<file path="src/rtl/delay_sound_timers_pkg.sv">
// ---------------------------------------------------------------------------
// | Module   : delay_sound_timers_pkg                                        |
// | Brief    : Shared types, select encodings and sizing helpers for the     |
// |            CHIP-8 delay/sound timer block.                               |
// | Revision : 1.0  initial release                                          |
// ---------------------------------------------------------------------------
`default_nettype none

`ifndef TIMER_SEL_DT
`define TIMER_SEL_DT (1'b0)
`endif
`ifndef TIMER_SEL_ST
`define TIMER_SEL_ST (1'b1)
`endif

package delay_sound_timers_pkg;

  typedef logic [7:0] timer_t;

  // Register select encodings seen on wr_sel (FX15 -> DT, FX18 -> ST)
  localparam logic c_SEL_DT = `TIMER_SEL_DT;
  localparam logic c_SEL_ST = `TIMER_SEL_ST;

  // Half period of the buzzer tone in clock cycles, never below one cycle
  function automatic int unsigned half_period(input int unsigned clk_hz,
                                              input int unsigned tone_hz);
    int unsigned hp;
    if (tone_hz == 0) return 1;
    hp = clk_hz / (2 * tone_hz);
    return (hp < 1) ? 1 : hp;
  endfunction

  // Counter width able to hold 0 .. hp-1
  function automatic int unsigned cnt_width(input int unsigned hp);
    return (hp > 1) ? $clog2(hp) : 1;
  endfunction

  // One 60 Hz step of a timer: count down, saturate at zero
  function automatic timer_t tick_dec(input timer_t v, input logic tick);
    return (tick && (v != '0)) ? timer_t'(v - 8'd1) : v;
  endfunction

endpackage

`default_nettype wire

</file>
<file path="src/rtl/delay_sound_timers_tone_gen.sv">
// ---------------------------------------------------------------------------
// | Module   : tone_gen                                                      |
// | Brief    : Square-wave generator; toggles every HALF_PERIOD cycles while |
// |            enabled, parked low with a cleared phase when disabled.       |
// | Revision : 1.0  initial release                                          |
// ---------------------------------------------------------------------------
`default_nettype none

module tone_gen
  import delay_sound_timers_pkg::*;
#(
  parameter int unsigned HALF_PERIOD = 1
) (
  input  logic clk,
  input  logic reset_n,
  input  logic enable,
  output logic wave
);

  localparam int unsigned c_HP   = (HALF_PERIOD < 1) ? 1 : HALF_PERIOD;
  localparam int unsigned c_CW   = cnt_width(c_HP);
  localparam logic [c_CW-1:0] c_LAST = c_CW'(c_HP - 1);

  logic [c_CW-1:0] r_cnt;
  logic            r_wave;

  // Phase counter and output level; disabling restarts the phase from zero
  always_ff @(posedge clk or negedge reset_n) begin
    if (!reset_n) begin
      r_cnt  <= '0;
      r_wave <= 1'b0;
    end else if (!enable) begin
      r_cnt  <= '0;
      r_wave <= 1'b0;
    end else if (r_cnt == c_LAST) begin
      r_cnt  <= '0;
      r_wave <= ~r_wave;
    end else begin
      r_cnt  <= r_cnt + c_CW'(1);
    end
  end

  assign wave = r_wave;

endmodule

`default_nettype wire

</file>
<file path="src/rtl/delay_sound_timers.sv">
// ---------------------------------------------------------------------------
// | Module   : delay_sound_timers                                            |
// | Brief    : CHIP-8 delay (DT) and sound (ST) timers, decremented by the   |
// |            60 Hz tick, with a square-wave buzzer while ST is sounding.   |
// | Revision : 1.0  initial release                                          |
// ---------------------------------------------------------------------------
`default_nettype none

`ifndef CLOCK_SPEED
`define CLOCK_SPEED 50000000
`endif

module delay_sound_timers
  import delay_sound_timers_pkg::*;
#(
  parameter int unsigned CLOCK_SPEED = `CLOCK_SPEED,
  parameter int unsigned TONE_HZ     = 440,
  parameter int unsigned SOUND_MIN   = 1
) (
  input  logic       clk,
  input  logic       reset_n,
  input  logic       tick_60hz,
  input  logic       wr_en,
  input  logic       wr_sel,
  input  logic [7:0] wr_data,
  output logic [7:0] dt_value,
  output logic       dt_zero,
  output logic       sound_active,
  output logic       buzzer
);

  localparam int unsigned c_HALF_PERIOD = half_period(CLOCK_SPEED, TONE_HZ);

  timer_t r_dt;
  timer_t r_st;
  logic   w_wr_dt;
  logic   w_wr_st;
  logic   w_sound;
  logic   w_wave;

  assign w_wr_dt = wr_en && (wr_sel == c_SEL_DT);
  assign w_wr_st = wr_en && (wr_sel == c_SEL_ST);

  // Delay timer: a CPU load overrides the tick for this cycle
  always_ff @(posedge clk or negedge reset_n) begin
    if (!reset_n)     r_dt <= '0;
    else if (w_wr_dt) r_dt <= wr_data;
    else              r_dt <= tick_dec(r_dt, tick_60hz);
  end

  // Sound timer: same load/tick priority as the delay timer
  always_ff @(posedge clk or negedge reset_n) begin
    if (!reset_n)     r_st <= '0;
    else if (w_wr_st) r_st <= wr_data;
    else              r_st <= tick_dec(r_st, tick_60hz);
  end

  // Status flags come straight from the registers, no extra stage
  assign w_sound      = (32'(r_st) >= SOUND_MIN);
  assign dt_value     = r_dt;
  assign dt_zero      = (r_dt == '0);
  assign sound_active = w_sound;

  tone_gen #(
    .HALF_PERIOD (c_HALF_PERIOD)
  ) u_tone_gen (
    .clk     (clk),
    .reset_n (reset_n),
    .enable  (w_sound),
    .wave    (w_wave)
  );

  assign buzzer = w_wave;

endmodule

`default_nettype wire

</file>
<file path="config.mk">
export PLATFORM = sky130hd
export DESIGN_NAME = delay_sound_timers
export DESIGN_NICKNAME = d
export VERILOG_FILES = /design/src/rtl/delay_sound_timers_pkg.sv /design/src/rtl/delay_sound_timers_tone_gen.sv /design/src/rtl/delay_sound_timers.sv
export SDC_FILE = /design/constraint.sdc
export NUM_CORES = 1
export LEC_CHECK = 0
export BUFFER_PORTS_ARGS = -buffer_cell sky130_fd_sc_hd__buf_2
export CELL_PAD_IN_SITES_DETAIL_PLACEMENT = 2
export CELL_PAD_IN_SITES_GLOBAL_PLACEMENT = 2
export CORE_AREA = 4 4 78 80
export DETAILED_ROUTE_END_ITERATION = 10
export DIE_AREA = 0 0 82 84
export GPL_TIMING_DRIVEN = 0
export PLACE_DENSITY_LB_ADDON = 0.05
export SYNTH_ARGS = -nofsm -noshare
export SYNTH_HDL_FRONTEND = slang
export SYNTH_SLANG_ARGS = --single-unit
</file>
<file path="constraint.sdc">
create_clock -name clk -period 2.2 [get_ports clk]
set_clock_uncertainty 0.1 [all_clocks]
set_input_delay 0.11 -clock clk [delete_from_list [all_inputs] [get_ports clk]]
set_output_delay 0.11 -clock clk [all_outputs]
set_load 0.005 [all_outputs]
</file>
# Word-level counts from Yosys, hierarchy flattened
# Cells that the tools add are included.
# W data, S select, Z words.
# totals
register_bits	33
input_bits	13
word_cells	29
# classes
add_sub_neg	3
order_cmp	1
n_eq_ne	2
mux	8
n_bitwise	2
n_reduce_logical	9
# ops
operator	n
$mux W16	2
$mux W8	4
$add A16 B1 Y16 const B	1
$eq A16 B16 Y1 const B	1
$reduce_bool A8 Y1	2
$sub A8 B1 Y8 const B	2
$ge A8 B1 Y1 const B	1
$logic_not A8 Y1	1
$logic_and A1 B1 Y1	4
$reduce_bool A2 Y1	2
$mux W1	2
$ne A2 B2 Y1 const B	1
$not A1 Y1	2

# Depth between registers and ports, before layout
# Gate-level depths: netlist (run 1).
# depth
depth_word	4
mapped_depth	7
mapped_depth_nobuf	6

# Cells and area by module
# A second synthesis (run 1) with hierarchy kept.
# hier_totals
hier_cells	212
area_unflattened_um2	1916.8
# modules_own_cells
module	instances	cells_per_inst	area_each_um2	seq_area_each_um2
delay_sound_timers	1	125	1057.3	400.4
tone_gen	1	87	859.6	425.4

# Worst setup path before layout (run 1)
# No wires, ideal clock.
# synth_timing
kind	register -> register
from	register r_dt[0] (netlist: dt_value[0])
to	register r_dt[1] (netlist: dt_value[1])
arrival_ps	1478
path_slack_ps	497
path_stages_with_launch	7
path_buffers	0
synth_period_minus_slack_ps	1703
cell_sequence	dfrtp_1 inv_1 ha_1 nor4b_4 a21bo_2 mux2i_1 mux2_2
# synth_via
elab_chain_len	3
word_cells_on_any_way	6
# synth_rtl
element	line_no	source
start, declared	delay_sound_timers.sv:34	timer_t r_dt;
start signal, assigned	delay_sound_timers.sv:47	else if (w_wr_dt) r_dt <= wr_data;
start signal, assigned	delay_sound_timers.sv:48	else r_dt <= tick_dec(r_dt, tick_60hz);
$sub A8 B1 Y8 / $reduce_bool A8 Y1 (equally long branches)	delay_sound_timers_pkg.sv:40	return (tick && (v != '0)) ? timer_t'(v - 8'd1) : v;
$mux W8 / $logic_and A1 B1 Y1 (equally long branches)	delay_sound_timers_pkg.sv:40	
$mux W8 / $reduce_bool A2 Y1 (equally long branches)	--	
# Several ways; a longest one is shown, not always the timed one. The select of a mux whose other input is x is not followed.
# A chain may end at the register's enable or synchronous reset.

# Final worst setup path (run 1)
# layout_timing
from	register r_st[0]
to	output port sound_active
# layout_via
elab_chain_len	1
# layout_rtl
element	line_no	source
start, declared	delay_sound_timers.sv:35	timer_t r_st;
start signal, assigned	delay_sound_timers.sv:54	else if (w_wr_st) r_st <= wr_data;
start signal, assigned	delay_sound_timers.sv:55	else r_st <= tick_dec(r_st, tick_60hz);
$ge A8 B1 Y1	delay_sound_timers.sv:59	assign w_sound = (32'(r_st) >= SOUND_MIN);
end, declared	delay_sound_timers.sv:28	output logic sound_active,
# No other way between the ends.

==> flow_summary.toml, run 1 <==
[sta]
tightest_slew_ns = 0.770
min_period_ns = 1.96
rsz0062_at_grt = "no"
setup_tns_ns = 0
setup_violations = 0
finalMaxSlewViolations = 0
max_freq_ghz = 0.509
slew_headroom = 0.487
period_share = 0.893
report.final.hold_viol_count = 0

[cells_and_area]
drive_above_1_share = 0.181
final_cells = 309
syn2layout_area_growth_pct = 19.7
nNetsFinal = 255
antenna_cells = 0
stdcell_area_mm2 = 0.00227

[synthesis]
yosysTopAreaCell = "dfrtp_1"
ys_ff_latch = 33
synth_nets = 217
synth_area_per_cell_um2 = 9.57
synth_top_cells_by_count = "dfrtp_1, nor2_1, xnor2_1"
netlist_area_mm2 = 0.00189
synthCells = 198
synth-adder-area-share = 0.0396
synth_compound_area_frac = 0.0925
ys_types = 42
synth_top_area_share = 0.436
synthXorXnorAreaFrac = 0.0878
async_reset_ff_frac = 1.00
yosys-top-cells-area = "dfrtp_1, xnor2_1, nor2_1"
synthMuxAreaShare = 0.0429
ys.flop_type = "dfrtp_1"
ys_warn_count = 0
synth_top_family_by_area = "simple AND/OR/NAND/NOR gates"
synth_edf_count = 0
yosysSeqAreaShare = 0.436
synth-simple-area-share = 0.269

[global_route]
first_global_vias = 1822
antenna_found_initial = 0
grt_pass1_wl_um = 8790
grt_start_max_net_pins = 34
grt_overflow = 0
grt_usage = 0.167

[clock_tree]
cts_inserted_buffers = 5
path_clk_slew_ns = 0.07
cts_resized = 0
tritoncts = "built"
cts_root_buffer = "clkbuf_8"
clock_latency_ns = 0.29
htreeDepth = 2
cts_max_path_buffers = 2
clock-sinks = 33

[critical_path]
regToRegSetupSlack_ns = 0.27
crit_fanout = 6
worstPathRequired_ns = 1.99
critPathCaptureType = "primary output"
crit_arrival_ns = 1.75
crit_type = "flip-flop to primary output"
cp-start-kind = "flip-flop"

[route]
drc = 0
num_vias = 1587
wirelength_um = 5210
via_per_inst = 5.14
drtIter0Drc = 26
ant_nets = 0
wire_per_inst_um = 16.8
drt-pass1-iter-count = 4

[placed_design]
placed_cells = 292
hpwl_um = 3740
dpl_cell_area_mm2 = 0.00209
numPortBuffers = 22
gp_congestion = 0.782

[pwr]
p_leak_uw = 0.000967
vdd_drop_max_mv = 0.442
cellPowerDensity_mw_per_mm2 = 879

[floorplanning]
die_w_um = 82
die-area_mm2 = 0.00689
io_pins = 24
start_util = 0.350
core-area_mm2 = 0.00541
die_h_um = 84
placementRows = 27

[worst_hold_path]
hp-class = "primary input to flip-flop"

[run_status]
status = "completed"

[flow_run]
maxCapViolCount = 0
[worst max-delay path: stages, from the launching register on]
cell and delay (ns):
dfrtp_1 0.42, inv_1 0.12, ha_1 0.30, nand4b_2 0.23, or2_1 0.28, buf_2 0.13
[power by group]
group / leakage [uW] / total, uW / switching (uW) / internal (uW)
clock: 0.0000450 / 456 / 236 / 219
sequential: 0.000409 / 934 / 191 / 743
combinational: 0.000514 / 603 / 315 / 288
[layout by cell type, fill, tap and decap left out, drive strengths merged, types with 2 or more instances in the layout]
master,n
xnor2,16
ha,6
nor2,33
dfrtp,33
inv,8
nand3,9
nor3,8
nand4,5
nor4b,2
a21o,2
a211oi,2
or4b,2
nor4,5
o21ai,7
nand4bb,2
mux2i,7
nand2,15
a21oi,11
nor3b,2
clkbuf,9
nor2b,2
xor2,3
and2,2
buf,24
clkinv,2
dlygate4sd3,9
[area by class of cell]
cell class | count | area, um2
Fill cell | 611 | 3140
Timing Repair Buffer | 31 | 200
Inverter | 8 | 30.0
Sequential cell | 33 | 826
Multi-Input combinational cell | 152 | 1010
Buffer | 5 | 31.3
Clock inverter | 2 | 10.0
Tap cell | 72 | 90.1
Clock buffer | 6 | 72.6
[sequential cells by signal (all words and copies together) (netlist names)]
signal,flops
dt_value,8
r_st,8
u_tone_gen.wave,1
u_tone_gen.r_cnt,16
[timing repair]
action | CTS | global route
hold endpoints to repair | 42 | 0
setup buffers | 0 | 0
hold buffers | 9 | 0
[metrics by stage]
step           setup WS (ns)  utilization  hold WS (ns)  total power [uW]
4_1_cts                0.219        0.419        0.0864              2020
3_5_place_dp           0.279        0.388         0.144              1540
5_1_grt               0.0641        0.419         0.117              2150
3_3_place_gp           0.320        0.388         0.126              1500
2_1_floorplan          0.497            -        -0.286              1320
6_report               0.236        0.419        0.0845              1990
[cells by family after synthesis]
family,after synthesis
and+or+nand+nor,91
DFF,33
AOI/OAI and AO/OA,28
xor gates and xnor gates,19
buffers and inverters,13
muxes,8
adders and majority gates,6
[per-layer routing]
metal	vias to the layer above	track usage	wire, um
li1	763	-	-
met4	0	0.0529	90
met5	-	0	0
met1	791	0.175	1980
met3	10	0.0367	160
met2	23	0.319	2980
[worst paths after layout]
kind                                     start                  end  cells past startpoint
max                                    r_st[0]         sound_active                      5
min                                  tick_60hz              r_st[0]                      3
max reg2reg                            r_st[0]              r_st[4]                      6
min reg2reg                u_tone_gen.r_cnt[0]  u_tone_gen.r_cnt[0]                      1
max in group asynchronous              reset_n  u_tone_gen.r_cnt[1]                      2
min in group asynchronous              reset_n          dt_value[6]                      2
(Power assumes the default switching activity.)
==> run 2: changes to the inputs <==
RECOVER_POWER = 100   (was not set)
==> flow_summary.toml, run 2 (same netlist as run 1, synthesis figures left out) <==
[route]
drc = 0
ant_nets = 0
drt-pass1-iter-count = 4
num_vias = 1591
wirelength_um = 5220
drtIter0Drc = 22
via_per_inst = 5.15
wire_per_inst_um = 16.9

[clock_tree]
cts_max_path_buffers = 2
path_clk_slew_ns = 0.07
htreeDepth = 2
cts_resized = 0
clock_latency_ns = 0.29
cts_inserted_buffers = 5
cts_root_buffer = "clkbuf_8"
clock-sinks = 33
tritoncts = "built"

[critical_path]
r2r_end = "r_st[4]"
cp-start-kind = "flip-flop"
cp-startpoint = "r_st[0]"
regToRegSetupSlack_ns = 0.28
cp_cell_sequence = "inv_1 > ha_1 > nand4b_2 > or2_0 > clkbuf_1"
crit_type = "flip-flop to primary output"
critPathCaptureType = "primary output"
crit_end = "sound_active"
cp_num_buf_inv = 2
cp_top_family = "simple AND/OR/NAND/NOR gates"
reg2reg_depth = 6
reg2reg_from = "r_st[0]"
cpPeakStageDelay_ns = 0.41
critPathSlowestCell = "dfrtp_1"
crit_arrival_ns = 1.74
cp.depth = 5
crit_fanout = 6
worstPathRequired_ns = 1.99

[placed_design]
numPortBuffers = 22
placed_cells = 292
hpwl_um = 3740
place_ws_ns = 0.279
gp_congestion = 0.782

[sta]
period_share = 0.886
min_period_ns = 1.95
whs_ns = 0.0867
setup_violations = 0
finalMaxSlewViolations = 0
slew_headroom = 0.426
report.final.hold_viol_count = 0
setup_ws_ns = 0.251
rsz0062_at_grt = "no"
tightest_slew_ns = 0.861
setup_tns_ns = 0
max_freq_ghz = 0.513

[flow_run]
maxCapViolCount = 0

[floorplanning]
die_w_um = 82
die-area_mm2 = 0.00689
io_pins = 24
core-area_mm2 = 0.00541
start_util = 0.350
die_h_um = 84
placementRows = 27

[cells_and_area]
nFillCells = 614
multi_input_area_um2 = 987
drive_above_1_share = 0.156
antenna_cells = 0
syn2layout_area_growth_pct = 18.4
final_cells = 309
top_register = "u_tone_gen.r_cnt"
largest_register_ff_count = 16
regArea_um2 = 826
layout_common_cells = "nor2_1, dfrtp_1, buf_2"
nNetsFinal = 255

[run_status]
status = "completed"

[pwr]
total_power_uw = 1970
p_leak_uw = 0.000955
cellPowerDensity_mw_per_mm2 = 878
vdd_drop_max_mv = 0.442

[worst_hold_path]
min_path_cells = 3
hp-class = "primary input to flip-flop"

[global_route]
first_global_vias = 1822
grt_overflow = 0
antenna_found_initial = 0
grt_pass1_wl_um = 8790
grt_usage = 0.167
grt_start_max_net_pins = 34
run 2: worst min path at each step:
| stage | startpoint | to | slack, ns |
|---|---|---|---|
| finish | tick_60hz | r_st[0] | 0.09 |
| global route | tick_60hz | r_st[0] | 0.12 |
| CTS | tick_60hz | r_st[0] | 0.09 |
| detailed placement | reset_n | dt_value[6] | 0.14 |
| global placement | reset_n | dt_value[6] | 0.13 |
| floorplan | reset_n | dt_value[0] | -0.29 |
run 2: area by class of cell:
type / count / area share
inverters: 8 / 0.0134
plain buffers: 5 / 0.0139
repair buffers: 31 / 0.0876
clock inverters: 2 / 0.00446
flip-flops and latches: 33 / 0.368
well taps: 72 / 0.0402
clock buffers: 6 / 0.0323
multi-input cells: 152 / 0.440
run 2: worst min-delay path, stage by stage:
cell     delay (ns)
buf_4          0.15
nand3_1        0.08
a31oi_1        0.09
run 2: where the power goes:
group | switching (uW) | leakage [uW] | internal (uW)
logic | 317 | 0.000502 | 278
registers | 177 | 0.000409 | 743
clock network | 236 | 0.0000450 | 219
run 2: what timing repair did:
| action | in CTS | in global routing |
|---|---|---|
| hold buffers | 9 | 0 |
| endpoints found under the hold margin | 42 | 0 |
| buffers inserted | 0 | 0 |
run 2: per-layer routing:
metal	global-route usage	share of wire	vias up
li1	-	-	764
met1	0.175	0.38	794
met2	0.319	0.57	23
met3	0.0367	0.031	10
met4	0.0529	0.017	0
met5	0	0	-
run 2: metrics by stage:
| step | area, um2 | utilization |
|---|---|---|
| 3_5_place_dp | 2090 | 0.388 |
| 2_1_floorplan | 1890 | - |
| 4_1_cts | 2270 | 0.419 |
| 3_3_place_gp | 2090 | 0.388 |
| 5_1_grt | 2240 | 0.415 |
| 6_report | 2240 | 0.415 |
